$ cat src/rtl/fetch_redirect_unit.sv
// fetch_redirect_unit: fetch-stage PC generator.
// Owns the fetch PC and fetch epoch. Arbitrates backend recovery, decode
// redirects and BTB predictions. A redirect that arrives while the I-cache
// is stalled is parked in pending_pc and applied once the stall clears.
module fetch_redirect_unit #(
  parameter int                     PC_WIDTH        = 32,
  parameter logic [PC_WIDTH-1:0]    RESET_PC        = PC_WIDTH'(32'h0000_1000),
  parameter int                     FETCH_WIDTH     = 2,
  parameter int                     INSN_BYTE_WIDTH = 4,
  parameter int                     EPOCH_WIDTH     = 2,
  parameter int                     CNT_WIDTH       = 16
) (
  input  logic                   clk,
  input  logic                   rst,
  input  logic                   fetchStall,
  input  logic                   backendRecover,
  input  logic [PC_WIDTH-1:0]    backendRecoverPC,
  input  logic                   decodeRedirect,
  input  logic [PC_WIDTH-1:0]    decodeRedirectPC,
  input  logic [EPOCH_WIDTH-1:0] decodeRedirectEpoch,
  input  logic                   predTaken,
  input  logic [PC_WIDTH-1:0]    predAddr,
  output logic [PC_WIDTH-1:0]    fetchPC,
  output logic                   fetchValid,
  output logic [EPOCH_WIDTH-1:0] fetchEpoch,
  output logic                   redirectAccepted,
  output logic [CNT_WIDTH-1:0]   decodeRedirectCnt,
  output logic [CNT_WIDTH-1:0]   backendRecoverCnt
);

  // Bytes covered by one fetch group; the sequential PC steps by this
  // amount from the group-aligned address.
  localparam int                  GROUP_BYTES = FETCH_WIDTH * INSN_BYTE_WIDTH;
  localparam logic [PC_WIDTH-1:0] GROUP_MASK  = PC_WIDTH'(GROUP_BYTES - 1);
  localparam logic [PC_WIDTH-1:0] GROUP_STEP  = PC_WIDTH'(GROUP_BYTES);

  typedef enum logic {
    ST_RUN,
    ST_PENDING
  } state_e;

  state_e                 state_q, state_d;
  logic [PC_WIDTH-1:0]    pc_q, pc_d;
  logic [PC_WIDTH-1:0]    pending_pc_q, pending_pc_d;
  logic [EPOCH_WIDTH-1:0] epoch_q, epoch_d;
  logic [CNT_WIDTH-1:0]   dec_cnt_q, dec_cnt_d;
  logic [CNT_WIDTH-1:0]   be_cnt_q, be_cnt_d;

  logic                   dec_valid;
  logic                   accept;
  logic [PC_WIDTH-1:0]    target;
  logic [PC_WIDTH-1:0]    seq_pc;

  // Redirect arbitration: backend wins; a decode redirect only counts if it
  // was raised by a group of the current epoch (older groups are wrong-path).
  always_comb begin
    dec_valid = decodeRedirect && (decodeRedirectEpoch == epoch_q);
    accept    = backendRecover || dec_valid;
    target    = backendRecover ? backendRecoverPC : decodeRedirectPC;
    seq_pc    = (pc_q & ~GROUP_MASK) + GROUP_STEP;
  end

  // Next-state logic for PC, pending target, FSM state, epoch and counters.
  always_comb begin
    // NOTE: every signal gets its hold value first so no path leaves one
    // unassigned, which would infer a latch.
    state_d      = state_q;
    pc_d         = pc_q;
    pending_pc_d = pending_pc_q;
    epoch_d      = epoch_q;
    dec_cnt_d    = dec_cnt_q;
    be_cnt_d     = be_cnt_q;

    case (state_q)
      ST_RUN: begin
        if (accept) begin
          if (!fetchStall) begin
            pc_d = target;
          end else begin
            pending_pc_d = target;
            state_d      = ST_PENDING;
          end
        end else if (!fetchStall) begin
          pc_d = predTaken ? predAddr : seq_pc;
        end
      end
      ST_PENDING: begin
        if (accept) begin
          pending_pc_d = target;
        end
        if (!fetchStall) begin
          pc_d    = accept ? target : pending_pc_q;
          state_d = ST_RUN;
        end
      end
      default: state_d = ST_RUN;
    endcase

    if (accept) begin
      epoch_d = epoch_q + EPOCH_WIDTH'(1);
      if (backendRecover) begin
        if (be_cnt_q != '1) be_cnt_d = be_cnt_q + CNT_WIDTH'(1);
      end else begin
        if (dec_cnt_q != '1) dec_cnt_d = dec_cnt_q + CNT_WIDTH'(1);
      end
    end
  end

  // State registers with asynchronous reset.
  always_ff @(posedge clk or posedge rst) begin
    if (rst) begin
      state_q      <= ST_RUN;
      pc_q         <= RESET_PC;
      pending_pc_q <= '0;
      epoch_q      <= '0;
      dec_cnt_q    <= '0;
      be_cnt_q     <= '0;
    end else begin
      // NOTE: non-blocking assignments so every register samples the
      // pre-edge values regardless of statement order.
      state_q      <= state_d;
      pc_q         <= pc_d;
      pending_pc_q <= pending_pc_d;
      epoch_q      <= epoch_d;
      dec_cnt_q    <= dec_cnt_d;
      be_cnt_q     <= be_cnt_d;
    end
  end

  assign fetchPC           = pc_q;
  assign fetchEpoch        = epoch_q;
  assign fetchValid        = (state_q == ST_RUN) && !rst;
  assign redirectAccepted  = accept && !rst;
  assign decodeRedirectCnt = dec_cnt_q;
  assign backendRecoverCnt = be_cnt_q;

endmodule

$ cat config.mk
export PLATFORM = sky130hd
export DESIGN_NAME = fetch_redirect_unit
export DESIGN_NICKNAME = d
export VERILOG_FILES = /design/src/rtl/fetch_redirect_unit.sv
export SDC_FILE = /design/constraint.sdc
export NUM_CORES = 1
export LEC_CHECK = 0
export CELL_PAD_IN_SITES_DETAIL_PLACEMENT = 1
export CELL_PAD_IN_SITES_GLOBAL_PLACEMENT = 1
export CORE_MARGIN = 3
export CORE_UTILIZATION = 28
export CTS_CLUSTER_SIZE = 20
export DETAILED_ROUTE_END_ITERATION = 6
export GPL_ROUTABILITY_DRIVEN = 0
export PLACE_DENSITY_LB_ADDON = 0.12
export SETUP_SLACK_MARGIN = 0.5
export SYNTH_ARGS = -nofsm -noshare
export SYNTH_HDL_FRONTEND = slang
export SYNTH_SLANG_ARGS = --single-unit
$ cat constraint.sdc
create_clock -name clk -period 8.5 [get_ports clk]
set_input_delay 1.275 -clock clk [delete_from_list [all_inputs] [get_ports clk]]
set_output_delay 1.275 -clock clk [all_outputs]
set_load 0.005 [all_outputs]
==> key figures <==
Route
  • Routed len/inst: approximately 21 um
  • Post-Route WL: between 20 and 25 mm
  • Metal3 WL: 1.445 mm
  • Top Metal Used: met5
  • DR vias: 5,930
  • DR vias/cell: between 5 and 6
  • Wire length on met2: approximately 11 mm
  • DRC: 0
  • Initial DRC count: 322
  • Final ANT Viol Nets: 0
  • Router iterations before antenna repair: 5
  • Wire length on met1: about 10 mm

Placed design
  • Placed Cells: 1,097
  • Port Buf Inserts: about 170
  • Dpl hpwl: 16.85 mm

STA
  • Unrepaired setup endpoints after global routing: no
  • Tcrit/Tclk final: approximately half
  • Final hold violation count: 0
  • Fin Clk Skew: 7.487 ps
  • # setup viols final: 0
  • Fmax: between 200 and 250 MHz
  • Final min period: approximately 4300 ps
  • Hold Worst Slack: between 400 and 500 ps
  • Setup TNS: 0 ps
  • Max Slew Vio Count: 0
  • Slew @ Worst Pin: between 1000 and 1500 ps
  • Slew HR: a little under 30%

CTS
  • Clk_lat worst skew: 350 ps
  • Clock root buffer: clkbuf_16
  • CTS tree: done
  • Clock Sink Count: approximately 100
  • Htree depth: 3
  • Max clock buf depth: 2
  • Postcts setup bufs: 0
  • Hold Buf Count CTS: 0
  • CTS buffer count: 9
  • Clock transition at path regs: around 70 ps
  • Post-CTS Resized: 0

Floorplan
  • Die height: about 150 um
  • I/O pins: ~170
  • Total core area: approximately 0.021 sq mm
  • DIE AREA: about 0.024 sq mm
  • Site Rows: between 50 and 60
  • Die X: approximately 150 um
  • Starting Density: 28.93%

Logic synthesis
  • Sequential share of the synthesized area: 40.25%
  • Number of synthesized flops with an enable pin: 0
  • Synth area leaders: dfrtp_1, mux2i_1, nand2_1, o21ai_0, xnor2_1
  • Mapped Nets: 796
  • Main synth FF type: dfrtp_1
  • Area share of the largest cell type after synthesis: approximately two fifths
  • Unique cell type count in the Yosys netlist: 65
  • Synth Register Bits: 99
  • Post-Syn Instances: approximately 690
  • Cell taking the most area after synthesis: dfrtp_1
  • Ys Warns: 0
  • Post-Syn Area: between 0.006 and 0.007 sq mm
  • Ys async rst share: 100.0%
  • Avg Inst Size Synth: just under 9 sq um

Global route
  • First-pass GRT wire length: 36.70 mm
  • Total grt overflow: 0
  • Number of global-route vias before repair: roughly 6,300
  • Total GRT Usage: a little under a fifth
  • Initial antenna violation count: 1
  • Largest net degree at the start of global routing: a little under 70

Worst setup path
  • Worst Setup Path Type: primary input to primary output
  • Crit-path cells: clkdlybuf4s50_1, xnor2_1, a31oi_2, nor2_1, clkdlybuf4s50_1
  • Crit path max fanout: 6
  • Worst R2R Setup Slack: 5680 ps
  • Required @ worst endpoint: roughly 7200 ps
  • Most Frequent Cell on Critical Path: clkdlybuf4s50_1
  • Critical path startpoint category: primary input
  • Worst Setup End Kind: primary output
  • Buf+Inv Stages, Crit Path: 2
  • Largest stage delay, worst path: 510 ps
  • CP delay by family, top: buffers and inverters
  • Worst path slowest cell: clkdlybuf4s50_1
  • WP data arrival: around 3000 ps

Job
  • Max Cap Viol: 0

Finish
  • Share of cells above drive strength 1: about 7.4%
  • Fin cells: 1,114
  • Fill cells: between 2,000 and 2,500
  • Nets: 940
  • P&R area growth vs syn: 36.37%

Power and ir drop
  • PD cells: around 210 mW/mm^2
  • Worst VDD drop: around 0.11 mV
  • P_leak: 0.003408 uW
  • Pwr Total: around 1800 uW

Hold path
  • Min-Delay Path Class: register to register

Status
  • Status: finished clean
## report_power, final
part | switching, uW | leakage (uW) | total [uW] | internal, uW
Clock | 207 | 0.000147 | 441 | 234
Sequential | 150 | 0.00122 | 734 | 583
Combinational | 300 | 0.00204 | 623 | 323
## worst register-to-register path, delay by kind of cell, from the launching register on
family,cells,cell delay (ps)
AND/OR/NAND/NOR,2,1390
multiplexers,1,550
buffers and inverters,1,410
flip-flops,1,350
## routing by layer
metal	vias to the layer above	global-route usage (%)
met5	-	0
met4	2	5.046
met3	23	4.533
met2	144	31.68
met1	2928	25.36
li1	2833	-
## registers in the layout, indices dropped and copies added, names as in the netlist
| register | flops |
|---|---|
| state_q | 1 |
| fetchPC | 32 |
| decodeRedirectCnt | 16 |
| backendRecoverCnt | 16 |
| pending_pc_q | 32 |
| fetchEpoch | 2 |
## kinds of logic (layout without fill, tap and decap cells)
family / Yosys count / after routing / share of synthesized area, %
muxes: 53 / 53 / 8.980
xor gates and xnor gates: 44 / 44 / 6.258
other: 0 / 1 / 0
adders and majority gates: 3 / 3 / 0.6096
AOI/OAI and AO/OA: 180 / 180 / 19.71
and+or+nand+nor: 246 / 246 / 19.73
DFF: 99 / 99 / 40.25
buffers and inverters: 64 / 213 / 4.470
## placed cells by master, fill, tap and decap left out, types with 6 or more instances in the layout
cell type and count:
clkdlybuf4s50_1 169, dfrtp_1 98, nand2_1 88, o21ai_0 55, nor2_1 40, mux2i_1 35
nand3_1 30, a21oi_1 29, xnor2_1 24, xor2_1 20, nand4_1 19, mux2_2 18
inv_1 16, nor3_1 15, and3_1 11, a31oi_1 10, a21o_1 9, and4_1 9
nor4_1 9, clkbuf_16 9, a221oi_1 7, buf_4 7, a211oi_1 6
## synth_stat cells (9+ instances only)
cell and n:
mux2i_1 35, mux2_2 18, a31oi_1 11, and3_1 11, nor4_1 9, nand3_1 30, nand4_1 19, clkbuf_1 28
a21o_1 9, and4_1 9, nor2_1 40, xnor2_1 24, dfrtp_1 98, a21oi_1 29, inv_1 17, nor3_1 16
o21ai_0 55, nand2_1 89, xor2_1 20
## path summary, 6_finish.rpt
path,start,end,depth (start not counted)
max,decodeRedirectEpoch[1],redirectAccepted,5
min,pending_pc_q[9]$_DFFE_PP0P_,pending_pc_q[9]$_DFFE_PP0P_,2
max reg2reg,state_q$_DFF_PP0_,pending_pc_q[18]$_DFFE_PP0P_,4
min reg2reg,pending_pc_q[9]$_DFFE_PP0P_,pending_pc_q[9]$_DFFE_PP0P_,2
max in group asynchronous,rst,pending_pc_q[2]$_DFFE_PP0P_,3
min in group asynchronous,rst,pending_pc_q[7]$_DFFE_PP0P_,2
## through the flow
step	area (sq um)	util [%]	setup slack, ps
global placement	8089	38.00	4030
global route	8396	39.44	4002
floorplan	6158	-	4636
finish	8398	39.45	4181
detailed placement	8089	38.00	3908
CTS	8396	39.44	4157
## layout make-up
| class | count | area, sq um | area share, % |
|---|---|---|---|
| inverters | 19 | 73.82 | 0.8790 |
| clock buffers | 9 | 225.2 | 2.682 |
| diodes | 1 | 2.502 | 0.02980 |
| repair buffers | 178 | 1754 | 20.89 |
| flip-flops and latches | 99 | 2479 | 29.51 |
| multi-input cells | 526 | 3438 | 40.94 |
| clock inverters | 7 | 81.33 | 0.9684 |
| well taps | 275 | 344.1 | 4.097 |
(Power assumes the default switching activity.)
